**config.mk**
```make
export PLATFORM = sky130hd
export DESIGN_NAME = bios_loader
export DESIGN_NICKNAME = d
export VERILOG_FILES = /design/src/rtl/pcxt_loader_pkg.sv /design/src/rtl/bios_loader_route.sv /design/src/rtl/bios_loader.sv
export SDC_FILE = /design/constraint.sdc
export NUM_CORES = 1
export LEC_CHECK = 0
export ABC_AREA = 1
export CAP_MARGIN = 20
export CORE_MARGIN = 1
export CORE_UTILIZATION = 40
export CTS_BUF_LIST = sky130_fd_sc_hd__clkbuf_4
export CTS_CLUSTER_SIZE = 25
export DETAILED_ROUTE_END_ITERATION = 10
export GPL_TIMING_DRIVEN = 0
export PLACE_DENSITY = 0.84
export SETUP_SLACK_MARGIN = 0.5
export SYNTH_ARGS = -nofsm -noshare
export SYNTH_HDL_FRONTEND = slang
export SYNTH_SLANG_ARGS = --single-unit
export TNS_END_PERCENT = 20
```
**constraint.sdc**
```tcl
create_clock -name clka -period 2 [get_ports clka]
set_input_delay 0.2 -clock clka [delete_from_list [all_inputs] [get_ports clka]]
set_output_delay 0.2 -clock clka [all_outputs]
set_load 0.02 [all_outputs]
```
**src/rtl/pcxt_loader_pkg.sv**
```systemverilog
// Shared types and constants for the PC/XT ROM download sequencer.
package pcxt_loader_pkg;

  // Write sequencer states
  typedef enum logic [1:0] {
    IDLE  = 2'd0,
    WLO   = 2'd1,
    WHI   = 2'd2,
    DRAIN = 2'd3
  } state_t;

  // RAM selected for the word being written
  typedef enum logic [1:0] {
    TGT_NONE  = 2'd0,
    TGT_BIOS  = 2'd1,
    TGT_XTIDE = 2'd2
  } target_t;

  localparam logic [7:0] BIOS_INDEX_DEF  = 8'd0;
  localparam logic [7:0] XTIDE_INDEX_DEF = 8'd1;

  // First byte address beyond each RAM
  localparam logic [23:0] BIOS_LIMIT  = 24'h010000;
  localparam logic [23:0] XTIDE_LIMIT = 24'h004000;

endpackage

```
**src/rtl/bios_loader_route.sv**
```systemverilog
// Combinational decoder: maps the ioctl index to a target RAM and checks
// that the word address lies inside that RAM.
module bios_loader_route
  import pcxt_loader_pkg::*;
#(
  parameter logic [7:0] BIOS_INDEX  = BIOS_INDEX_DEF,
  parameter logic [7:0] XTIDE_INDEX = XTIDE_INDEX_DEF
) (
  input  logic [7:0]  index,
  input  logic [23:0] addr,
  output target_t     target,
  output logic        in_range
);

  // Unknown indices decode to no target but are not an error
  always_comb begin
    target   = TGT_NONE;
    in_range = 1'b1;
    if (index == BIOS_INDEX) begin
      target   = TGT_BIOS;
      in_range = (addr < BIOS_LIMIT);
    end else if (index == XTIDE_INDEX) begin
      target   = TGT_XTIDE;
      in_range = (addr < XTIDE_LIMIT);
    end
  end

endmodule

```
**src/rtl/bios_loader.sv**
```systemverilog
// Download write sequencer for the BIOS and XTIDE byte RAMs. Each 16-bit
// ioctl word becomes a low-byte write then a high-byte write; the CPU is
// held in reset while a download is in progress.
// Optional feature macro: BIOS_LOADER_CHECKSUM_EN adds an 8-bit byte sum
// output of everything written during the current download.
module bios_loader
  import pcxt_loader_pkg::*;
#(
  parameter logic [7:0] BIOS_INDEX  = BIOS_INDEX_DEF,
  parameter logic [7:0] XTIDE_INDEX = XTIDE_INDEX_DEF
) (
  input  logic        clka,
  input  logic        reset_n,
  input  logic        ioctl_download,
  input  logic [7:0]  ioctl_index,
  input  logic        ioctl_wr,
  input  logic [23:0] ioctl_addr,
  input  logic [15:0] ioctl_dout,
  output logic        ioctl_wait,
  output logic        bios_ena,
  output logic        bios_wea,
  output logic [15:0] bios_addra,
  output logic [7:0]  bios_dina,
  output logic        xtide_ena,
  output logic        xtide_wea,
  output logic [13:0] xtide_addra,
  output logic [7:0]  xtide_dina,
  output logic        cpu_hold,
  output logic        load_done,
  output logic        err
`ifdef BIOS_LOADER_CHECKSUM_EN
  ,
  output logic [7:0]  checksum
`endif
);

  state_t      state_reg, state_next;
  target_t     route_target, sel_reg;
  logic        route_in_range;
  logic [15:1] addr_reg;
  logic [15:0] data_reg;
  logic        download_reg, wait_reg, hold_reg, done_reg, err_reg;
  logic        rise, busy, accept;
  logic        wr_bios, wr_xtide, wr_hi;
  logic [15:0] wr_addr;
  logic [7:0]  wr_byte;

  assign rise   = ioctl_download & ~download_reg;
  assign busy   = (state_reg == WLO) || (state_reg == WHI);
  assign accept = (state_reg == IDLE) && ioctl_download && ioctl_wr;

  bios_loader_route #(
    .BIOS_INDEX  (BIOS_INDEX),
    .XTIDE_INDEX (XTIDE_INDEX)
  ) u_route (
    .index    (ioctl_index),
    .addr     (ioctl_addr),
    .target   (route_target),
    .in_range (route_in_range)
  );

  // State register
  always_ff @(posedge clka) begin
    if (!reset_n) state_reg <= IDLE;
    else          state_reg <= state_next;
  end

  // Next state: a word always runs WLO then WHI; DRAIN covers a word that
  // finished after the download window had already closed
  always_comb begin
    state_next = state_reg;
    case (state_reg)
      IDLE:    if (accept) state_next = WLO;
      WLO:     state_next = WHI;
      WHI:     state_next = ioctl_download ? IDLE : DRAIN;
      DRAIN:   state_next = IDLE;
      default: state_next = IDLE;
    endcase
  end

  // Output decode: strobes follow the state, payload comes from the latch
  always_comb begin
    wr_hi    = (state_reg == WHI);
    wr_bios  = busy && (sel_reg == TGT_BIOS);
    wr_xtide = busy && (sel_reg == TGT_XTIDE);
    wr_addr  = {addr_reg, wr_hi};
    wr_byte  = wr_hi ? data_reg[15:8] : data_reg[7:0];
  end

  assign bios_ena    = wr_bios;
  assign bios_wea    = wr_bios;
  assign bios_addra  = wr_addr;
  assign bios_dina   = wr_byte;
  assign xtide_ena   = wr_xtide;
  assign xtide_wea   = wr_xtide;
  assign xtide_addra = wr_addr[13:0];
  assign xtide_dina  = wr_byte;
  assign ioctl_wait  = wait_reg;
  assign cpu_hold    = hold_reg;
  assign load_done   = done_reg;
  assign err         = err_reg;

  // Word latch; an out-of-range word is latched with no target so the
  // sequencer still takes its three cycles but writes nothing
  always_ff @(posedge clka) begin
    if (!reset_n) begin
      addr_reg <= '0;
      data_reg <= '0;
      sel_reg  <= TGT_NONE;
    end else if (accept) begin
      addr_reg <= ioctl_addr[15:1];
      data_reg <= ioctl_dout;
      sel_reg  <= route_in_range ? route_target : TGT_NONE;
    end
  end

  // Handshake and status flags; a new error in the same cycle as the
  // download start takes priority over the clear
  always_ff @(posedge clka) begin
    if (!reset_n) begin
      download_reg <= 1'b0;
      wait_reg     <= 1'b0;
      hold_reg     <= 1'b0;
      done_reg     <= 1'b0;
      err_reg      <= 1'b0;
    end else begin
      download_reg <= ioctl_download;
      wait_reg     <= (state_next == WLO) || (state_next == WHI);
      done_reg     <= 1'b0;
      if (rise) begin
        hold_reg <= 1'b1;
      end else if (hold_reg && (state_reg == IDLE) && !ioctl_download) begin
        hold_reg <= 1'b0;
        done_reg <= 1'b1;
      end
      if (rise) err_reg <= 1'b0;
      if ((accept && !route_in_range) || (ioctl_wr && busy)) err_reg <= 1'b1;
    end
  end

`ifdef BIOS_LOADER_CHECKSUM_EN
  logic [7:0] checksum_reg;

  // Running mod-256 sum of bytes that actually reached a RAM
  always_ff @(posedge clka) begin
    if (!reset_n)                checksum_reg <= '0;
    else if (rise)               checksum_reg <= '0;
    else if (wr_bios || wr_xtide) checksum_reg <= checksum_reg + wr_byte;
  end

  assign checksum = checksum_reg;
`else
  // No checksum accumulator in this build.
`endif

endmodule
```
==> key figures, run 1 <==
Timing
  • Final period util: between 80% and 90%
  • RSZ-0062 raised after global routing: yes
  • Final setup violation count: 0
  • Max-Slew Margin vs Limit: roughly two thirds
  • Fmax achieved: between 600 and 700 MHz
  • Final hold violations: 0
  • Clock skew: roughly 0.0076 ns
  • Hold_ws: about 0.4 ns
  • Slew Limit Fails: 0
  • Min cycle time layout: 1.66 ns
  • Worst Max-Slew Pin Slew: roughly 0.5 ns

Pwr
  • Peak VDD IR: ~0.42 mV
  • P_leak: 1.44 nW
  • Power density cells: roughly 860 nW/um2

Finish
  • Fin nets: 425
  • Register area: between 800 and 900 um2
  • Layout fillers: around 340
  • Layout cells sized above 1: 26.6%
  • Number of cells in the finished layout apart from fillers: between 400 and 500
  • Synth-to-Final Area Change: 75.2%
  • Max reg flops: 16
  • Fin util: approximately 74%
  • Multi-input gate area: slightly below 900 um2
  • # diodes: 0
  • Final Cell Area: between 3000 and 4000 um2

Global routing
  • First-pass GRT wire length: between 8 and 9 mm
  • Gr ovfl total: 0
  • M3 GR Usage: 5.96%
  • Initial antenna violation count: 0
  • Busiest grt layer: met2
  • Largest net degree at the start of global routing: 12
  • Global Route met1 Usage: 24.2%
  • Met2 usage: between 30% and 40%
  • Vias in the first global route: 1822
  • Total GRT Usage: roughly a fifth

Setup path
  • WP data arrival: approximately 1.5 ns
  • Crit path max-delay cell type: dfxtp_2
  • Crit path required time: 1.80 ns
  • Crit path kind: reg -> out
  • Slowest cell delay on critical path: between 0.3 and 0.4 ns
  • CP endpoint kind: output port
  • CP Max Fanout: 5
  • FF-to-FF path depth: 9
  • Crit path launch type: flip-flop
  • Worst path most repeated cell: buf_6
  • CP cell instances: inv_4 -> ha_4 -> clkbuf_16 -> nand2_4 -> o21ai_4 -> buf_6 -> buf_6

Logic synthesis
  • Mapped Avg Cell Area: between 7 and 8 um2
  • FF+latch count, synth: 40
  • Post-Syn Nets: roughly 300
  • Largest cells by area after synthesis: dfxtp_1, nand2_1, buf_4
  • Post-synth top area share: a little over two fifths
  • Synth Cell Area: between 1500 and 2000 um2
  • Gate Count Post-Synth: around 250
  • Cell taking the most area after synthesis: dfxtp_1
  • Ys Warns: 0
  • Sequential share of the synthesized area: between 40% and 50%
  • Netlist cell types: 20

Floorplanning
  • Core area: 4380 um2
  • Top Ports: between 100 and 150
  • Die height: 69.8 um
  • Die X: ~70 um
  • Starting Density: around two fifths
  • # rows: 24
  • Die footprint: 4880 um2

CTS
  • CTS Hold Bufs: 0
  • Clk buf depth: 2
  • CTS Root Cell: clkbuf_4
  • # clock sinks: 40
  • Clk_lat worst skew: 0.34 ns
  • Reg clk slew, reported paths: around 0.11 ns
  • TritonCTS clock tree: done
  • H-tree Lvls: 2
  • CTS Buf Count: 5

Drt
  • Via count: ~2k
  • ANT nets after route: 0
  • Vias per cell: ~4.7
  • Drt first pass iters: 4
  • Initial DRC count: 97
  • Total Wirelength: 5.10 mm
  • Wirelength per Cell: between 10 and 15 um
  • DRC viols: 0

Placed design
  • Final GP Congestion: around 0.81
  • Number of I/O port buffers: between 100 and 150
  • Placed instance count: between 400 and 500
  • Post-DP Area: ~3000 um2
  • Dpl hpwl: about 3.7 mm

Hold path
  • Hold depth: 3
  • Worst Hold Class: in -> reg

Outcome
  • Run status: complete, no violations

Job
  • Max-Cap Viols: 0
-- synthesized netlist by cell type --
library cell,number
clkbuf_1,4
ha_1,4
nand2_1,74
nor2_2,1
nand3_1,4
inv_1,17
buf_2,4
nand3_2,1
nand4_1,1
a21o_1,1
buf_4,27
dfxtp_1,40
o21ai_0,16
nor2_1,17
buf_1,1
o21ai_1,1
a21oi_1,34
inv_2,1
a22oi_1,2
or2_2,3
-- repair_timing --
| item | 4_1_cts | 5_1_grt |
|---|---|---|
| gates resized for setup | 145 | 8 |
| cloned | 1 | 0 |
| setup endpoints to repair | 79 | 71 |
| buffers inserted | 3 | 1 |
| pin swaps | 19 | 3 |
-- cell families (layout without fill, tap and decap cells) --
family,count (synthesis),after routing,share of synthesized area [%]
buffers and inverters,54,170,16.8
AND/OR/NAND/NOR,101,101,21.9
flip-flops,40,40,43.5
adder cells (fa/ha/maj),4,4,2.72
AO/OA/AOI/OAI,54,54,15.1
-- critical path: cells and delay by family, from the launching register on --
family,cells,cell delay [ns]
flops,1,0.37
compound gates,1,0.06
simple gates,1,0.06
buf+inv,4,0.45
fa+ha+maj,1,0.18
-- cells in the final DEF, fill, tap and decap left out, types with 4 or more instances in the layout --
cell / netlist / routed
a21oi_1: 34 / 34
buf_2: 4 / 9
buf_4: 27 / 31
buf_6: 0 / 14
clkbuf_4: 0 / 6
clkdlybuf4s50_1: 0 / 80
dfxtp_1: 40 / 38
inv_1: 17 / 15
nand2_1: 74 / 64
nand2_2: 0 / 4
nand2_4: 0 / 6
nand3_1: 4 / 4
nor2_1: 17 / 15
o21ai_0: 16 / 8
o21ai_2: 0 / 5
-- layer usage --
metal,vias up,wire (um)
met5,-,0
met4,0,39
met3,4,393
met2,91,2650
met1,883,2020
li1,1012,-
-- where the power goes --
part | switching, W | leakage [nW] | internal, W
logic | 0.000703 | 1.08 | 0.000715
clock network | 0.000243 | 0.0315 | 0.000143
registers | 0.0000735 | 0.328 | 0.000909
total | 0.00102 | 1.44 | 0.00177
-- final timing paths --
kind,startpoint,slack [ns],endpoint
hold / removal,ioctl_dout[10],0.40,data_reg[10]
hold reg to reg,data_reg[10],0.48,data_reg[10]
setup / recovery,state_reg[0],0.34,xtide_dina[3]
setup reg to reg,state_reg[1],0.45,ioctl_wait
-- stage by stage --
step	worst slack (ns)	TNS (ns)	power, W
6_report	0.340	0	0.00279
3_3_place_gp	-0.0557	-0.334	0.00217
3_5_place_dp	-0.0897	-0.564	0.00220
4_1_cts	0.344	0	0.00275
2_1_floorplan	0.472	0	0.00169
5_1_grt	0.285	0	0.00295
-- final cells by class --
type / count / area share (%)
timing repair buffer: 109 / 33.3
multi-input combinational: 159 / 27.2
sequential: 40 / 25.0
buffer: 36 / 8.61
inverter: 18 / 2.25
tap: 52 / 2.02
clock buffer: 6 / 1.40
clock inverter: 1 / 0.155
No activity file was read; power rests on OpenSTA's default activity.
==> run 2: changes to the inputs <==
--- a/config.mk
+++ b/config.mk
@@ -8,12 +8,12 @@
 export ABC_AREA = 1
 export CAP_MARGIN = 20
 export CORE_MARGIN = 1
-export CORE_UTILIZATION = 40
+export CORE_UTILIZATION = 39
 export CTS_BUF_LIST = sky130_fd_sc_hd__clkbuf_4
 export CTS_CLUSTER_SIZE = 25
 export DETAILED_ROUTE_END_ITERATION = 10
 export GPL_TIMING_DRIVEN = 0
-export PLACE_DENSITY = 0.84
+export PLACE_DENSITY = 0.82
 export SETUP_SLACK_MARGIN = 0.5
 export SYNTH_ARGS = -nofsm -noshare
 export SYNTH_HDL_FRONTEND = slang
==> constraint.sdc (replaced) <==
create_clock -name clka -period 1.64 [get_ports clka]
set_input_delay 0.164 -clock clka [delete_from_list [all_inputs] [get_ports clka]]
set_output_delay 0.164 -clock clka [all_outputs]
set_load 0.02 [all_outputs]
==> run 2 against run 1 <==
  * The run now ends with DRC, setup timing left
  * Clock-buffer cell count decreased by 1
  * Clock power increased by 25%
  * Clock skew decreased by 0.0044 ns
  * Combinational power increased by 54%
==> key figures, run 2 (same netlist as run 1, synthesis figures left out) <==
Timing
  • Min cycle time layout: roughly 1.7 ns
  • Final setup violation count: 9
  • Worst Max-Slew Pin Slew: approximately 0.64 ns
  • RSZ-0062 raised after global routing: yes
  • Setup TNS: -0.0593 ns
  • Final hold violations: 0
  • Final WS setup: -0.0155 ns
  • Clock skew: roughly 0.0032 ns
  • Slew Limit Fails: 0
  • Final period util: 101%
  • Fmax achieved: about 600 MHz
  • Hold_ws: between 0.3 and 0.4 ns
  • Max-Slew Margin vs Limit: between 50% and 60%

Drt
  • Drt first pass iters: 9
  • Total Wirelength: between 6 and 7 mm
  • Wirelength per Cell: 15.1 um
  • ANT nets after route: 0
  • Vias per cell: roughly 5.1
  • Initial DRC count: roughly 110
  • DRC viols: 16
  • Via count: between 2k and 2.5k

Outcome
  • Run status: complete, but fails checks
  • Failing checks: DRC, setup timing

CTS
  • TritonCTS clock tree: done
  • Reg clk slew, reported paths: 0.12 ns
  • Clk_lat worst skew: 0.34 ns
  • H-tree Lvls: 2
  • # clock sinks: 40
  • CTS Hold Bufs: 0
  • CTS Root Cell: clkbuf_4
  • Clk buf depth: 2
  • CTS Buf Count: 5

Pwr
  • Logic pwr share: 56.4%
  • Pint: about 0.0023 W
  • Reg power frac: a little under a third
  • Switch share: approximately two fifths
  • Power share of the clock group: roughly 12%
  • Peak VDD IR: 0.650 mV
  • Switching Power: approximately 0.0015 W
  • P_leak: between 1.5 and 2 nW
  • Power density cells: 1050 nW/um2

Finish
  • Fin nets: ~430
  • Layout cells sized above 1: a little under three fifths
  • Most frequent cells in the layout: clkdlybuf4s50_1, buf_6, nand2_1
  • Most common cell after layout, fill and taps aside: clkdlybuf4s50_1
  • Max reg flops: 16
  • Synth-to-Final Area Change: 101%
  • # diodes: 0
  • Final Cell Area: ~3700 um2

Global routing
  • First-pass GRT wire length: about 9.2 mm
  • Total GRT Usage: 23.6%
  • Largest net degree at the start of global routing: 13
  • Initial antenna violation count: 0
  • Vias in the first global route: approximately 2k
  • Gr ovfl total: 0

Setup path
  • Crit path required time: 1.48 ns
  • WP data arrival: 1.49 ns
  • CP Max Fanout: 5
  • Crit path kind: reg -> out
  • CP endpoint kind: output port
  • Crit path launch type: flip-flop

Floorplanning
  • Die X: approximately 70 um
  • Starting Density: slightly above 40%
  • # rows: 24
  • Die height: slightly above 70 um
  • Core area: roughly 4400 um2
  • Die footprint: between 4000 and 5000 um2
  • Top Ports: ~110

Placed design
  • Final GP Congestion: 0.735
  • Post-DP Area: about 3100 um2
  • Dpl hpwl: roughly 3.8 mm
  • Number of I/O port buffers: 104

Job
  • Max-Cap Viols: 0

Hold path
  • Worst Hold Class: in -> reg
## run 2: cell types whose count changed in the layout (fill, tap and decap cells not counted), sizes merged
| cell | before | now |
|---|---|---|
| clkinv | 1 | 3 |
| clkdlybuf4s50 | 80 | 50 |
| clkdlybuf4s15 | 2 | 1 |
| clkbuf | 11 | 12 |
| buf | 56 | 90 |
| dlymetal6s2s | 2 | 0 |
## run 2: path summary, 6_finish.rpt
| check | from | endpoint | slack [ns] | depth (start not counted) |
|---|---|---|---|---|
| worst max register to register | state_reg[1] | ioctl_wait | 0.15 | 9 |
| worst min register to register | addr_reg[11] | addr_reg[11] | 0.49 | 2 |
| worst min-delay path | ioctl_dout[9] | data_reg[9] | 0.39 | 3 |
| worst max-delay path | state_reg[0] | xtide_dina[5] | -0.02 | 7 |
## run 2: area by class of cell
type / instances / area (um2)
buffer: 36 / 377
clock buffer: 5 / 37.5
clock inverter: 3 / 13.8
fill: 254 / 737
inverter: 18 / 77.6
multi-input combinational: 159 / 1260
sequential: 40 / 822
tap: 52 / 65.1
timing repair buffer: 112 / 1050
## run 2: power by group through the flow
stage / clock network, W / registers, W / logic (W)
after floorplan: 0 / 0.00126 / 0.000958
after global placement: 0 / 0.00120 / 0.00160
after detailed placement: 0 / 0.00120 / 0.00163
after CTS: 0.000493 / 0.00120 / 0.00201
after global routing: 0.000528 / 0.00123 / 0.00231
final: 0.000482 / 0.00121 / 0.00219
## run 2: stage by stage
stage                     utilization [%]  instances  worst slack (ns)  total power (W)
after floorplan                         -        253             0.292          0.00221
after global placement               70.6        409            -0.287          0.00280
after detailed placement             70.6        409            -0.328          0.00283
after CTS                            78.1        424           -0.0146          0.00370
after global routing                 83.4        425           -0.0786          0.00407
final                                83.4        425           -0.0155          0.00389
## run 2: worst max-delay path, cell delays in order, from the launching register on
cell and delay (ns):
dfxtp_2 0.37, inv_4 0.06, ha_4 0.18, clkbuf_16 0.17
nand2_4 0.07, o21ai_4 0.06, buf_6 0.11, buf_6 0.12
## run 2: what timing repair did
| item | 4_1_cts | 5_1_grt |
|---|---|---|
| cloned | 1 | 0 |
| setup buffers | 6 | 1 |
| pin swaps | 64 | 50 |
| resized for setup | 304 | 71 |
| setup endpoints to repair | 91 | 76 |
## run 2: metal layers
layer / up-vias / share of wire, % / track usage (%)
met2: 99 / 55 / 44.7
met1: 1010 / 35 / 26.0
met3: 22 / 6.7 / 5.70
met5: - / 0 / 0
li1: 1019 / - / -
met4: 0 / 2.8 / 7.11
==> run 3: changes to the inputs <==
--- a/config.mk
+++ b/config.mk
@@ -13,6 +13,7 @@
 export CTS_CLUSTER_SIZE = 25
 export DETAILED_ROUTE_END_ITERATION = 10
 export GPL_TIMING_DRIVEN = 0
+export MAX_ROUTING_LAYER = met4
 export PLACE_DENSITY = 0.82
 export SETUP_SLACK_MARGIN = 0.5
 export SYNTH_ARGS = -nofsm -noshare
==> run 3 against run 2 <==
  * The run still ends with DRC, setup timing left
  * Critical endpoint unchanged
  * Worst hold slack got worse by 0.0025 ns
  * Largest power group unchanged
  * Setup slack worse by 0.00058 ns
  * Wire length is essentially flat
==> key figures, run 3 (same netlist as run 1, synthesis figures left out) <==
Setup path
  • Worst path most repeated cell: buf_6
  • Crit path kind: reg -> out
  • CP cell instances: inv_4 -> ha_4 -> clkbuf_16 -> nand2_4 -> o21ai_4 -> buf_6 -> buf_6
  • FF-to-FF path depth: 9
  • Bufs and invs on worst path: 4
  • CP Max Fanout: 5
  • R2r endpoint: ioctl_wait
  • Reg2reg setup slack: 0.15 ns
  • CP endpoint kind: output port
  • Crit path launch type: flip-flop
  • Crit path required time: about 1.5 ns
  • Worst r2r src: state_reg[1]
  • Crit path max-delay cell type: dfxtp_2
  • Slowest cell delay on critical path: between 0.3 and 0.4 ns
  • WP data arrival: 1.49 ns
  • CP top delay family: buffers and inverters

CTS
  • H-tree Lvls: 2
  • TritonCTS clock tree: done
  • # clock sinks: 40
  • CTS Root Cell: clkbuf_4
  • Clk buf depth: 2
  • CTS Buf Count: 5
  • Clk_lat worst skew: between 0.3 and 0.4 ns
  • Reg clk slew, reported paths: 0.12 ns

Global routing
  • First-pass GRT wire length: a little over 9 mm
  • Total GRT Usage: around a quarter
  • Vias in the first global route: 1990
  • Largest net degree at the start of global routing: 13
  • Gr ovfl total: 0
  • Initial antenna violation count: 0

Hold path
  • Worst hold start: ioctl_dout[9]
  • Worst Hold Class: in -> reg
  • Worst hold endpoint: data_reg[9]
  • Hold depth: 3

Finish
  • Fin nets: 428
  • Most frequent cells in the layout: clkdlybuf4s50_1, buf_6, nand2_1
  • Fin util: around 83%
  • Layout cells sized above 1: between 50 and 60%
  • Max reg flops: 16
  • Layout fillers: between 200 and 300
  • Synth-to-Final Area Change: 101%
  • Most common cell after layout, fill and taps aside: clkdlybuf4s50_1
  • # diodes: 0

Floorplanning
  • Die X: just over 70 um
  • Die height: a little over 70 um
  • Die footprint: between 4000 and 5000 um2
  • # rows: 24
  • Core area: 4440 um2
  • Top Ports: roughly 110
  • Starting Density: slightly above 40%

Drt
  • DRC viols: 16
  • Initial DRC count: about 120
  • Drt first pass iters: 7
  • ANT nets after route: 0
  • Wirelength per Cell: about 15 um
  • Vias per cell: slightly above 5
  • Total Wirelength: ~6.4 mm
  • Via count: approximately 2.1k

Timing
  • Max-Slew Margin vs Limit: 56.8%
  • Min cycle time layout: about 1.7 ns
  • RSZ-0062 raised after global routing: yes
  • Worst Max-Slew Pin Slew: ~0.65 ns
  • Fmax achieved: around 600 MHz
  • Final hold violations: 0
  • Final period util: 101%
  • Slew Limit Fails: 0
  • Final setup violation count: 8
  • Clock skew: about 0.0048 ns
  • Final WS setup: -0.0161 ns

Outcome
  • Failing checks: DRC, setup timing
  • Run status: complete, but fails checks

Placed design
  • Number of I/O port buffers: around 100
  • Place WS: -0.328 ns
  • Dpl hpwl: approximately 3.8 mm
  • Final GP Congestion: about 0.74

Pwr
  • Power density cells: between 1000 and 1500 nW/um2
  • Peak VDD IR: between 0.6 and 0.7 mV
  • P_leak: approximately 1.8 nW

Job
  • Max-Cap Viols: 0
[run 3: cell counts in the layout (fill, tap and decap cells not counted)]
Identical to the previous run, type by type.
[run 3: layout make-up]
cell class                      count  area (um2)  share of cell area [%]
Multi-Input combinational cell    159        1260                    34.1
Clock inverter                      3        13.8                   0.371
Tap cell                           52        65.1                    1.75
Sequential cell                    40         822                    22.2
Buffer                             36         377                    10.2
Inverter                           18        77.6                    2.09
Clock buffer                        5        37.5                    1.01
Timing Repair Buffer              112        1050                    28.4
[run 3: repair_timing]
item | CTS | global route
endpoints found under the setup margin | 91 | 76
gates resized for setup | 304 | 71
hold buffers | 0 | 0
buffers inserted | 6 | 1
pin swaps | 64 | 50
cloned | 1 | 0
[run 3: worst max-delay path by stage]
stage                 startpoint            end  slack [ns]  depth (start not counted)
floorplan           state_reg[0]  xtide_dina[5]        0.29                          6
global route        state_reg[0]  xtide_dina[5]       -0.08                          7
finish              state_reg[0]  xtide_dina[5]       -0.02                          7
global placement    state_reg[0]  xtide_dina[7]       -0.29                          7
detailed placement  state_reg[0]  xtide_dina[6]       -0.33                          7
CTS                 state_reg[0]  xtide_dina[6]       -0.01                          7
[run 3: where the power goes]
group          total [W]  switching, W  internal (W)
registers        0.00121     0.0000992       0.00112
clock network   0.000480      0.000322      0.000158
logic            0.00219       0.00112       0.00107
[run 3: metal layers]
metal,share of wire (%),track usage (%),vias to the layer above
li1,-,-,1017
met1,36,26.3,1015
met2,56,44.8,96
met3,5.8,4.99,14
met4,2.1,7.11,0
met5,0,-,-
[run 3: per-stage QoR]
stage	instances	TNS, ns	total power [W]	cell area, um2	hold WS (ns)
2_1_floorplan	253	0	0.00221	2030	0.257
3_3_place_gp	409	-4.38	0.00280	3140	0.454
3_5_place_dp	409	-4.94	0.00283	3140	0.460
4_1_cts	424	-0.0964	0.00370	3470	0.348
5_1_grt	425	-0.771	0.00407	3710	0.379
6_report	425	-0.0561	0.00389	3710	0.392
[run 3: worst min-delay path: stages]
cell             delay [ns]
clkdlybuf4s50_1        0.40
nand2_1                0.07
a21oi_1                0.06
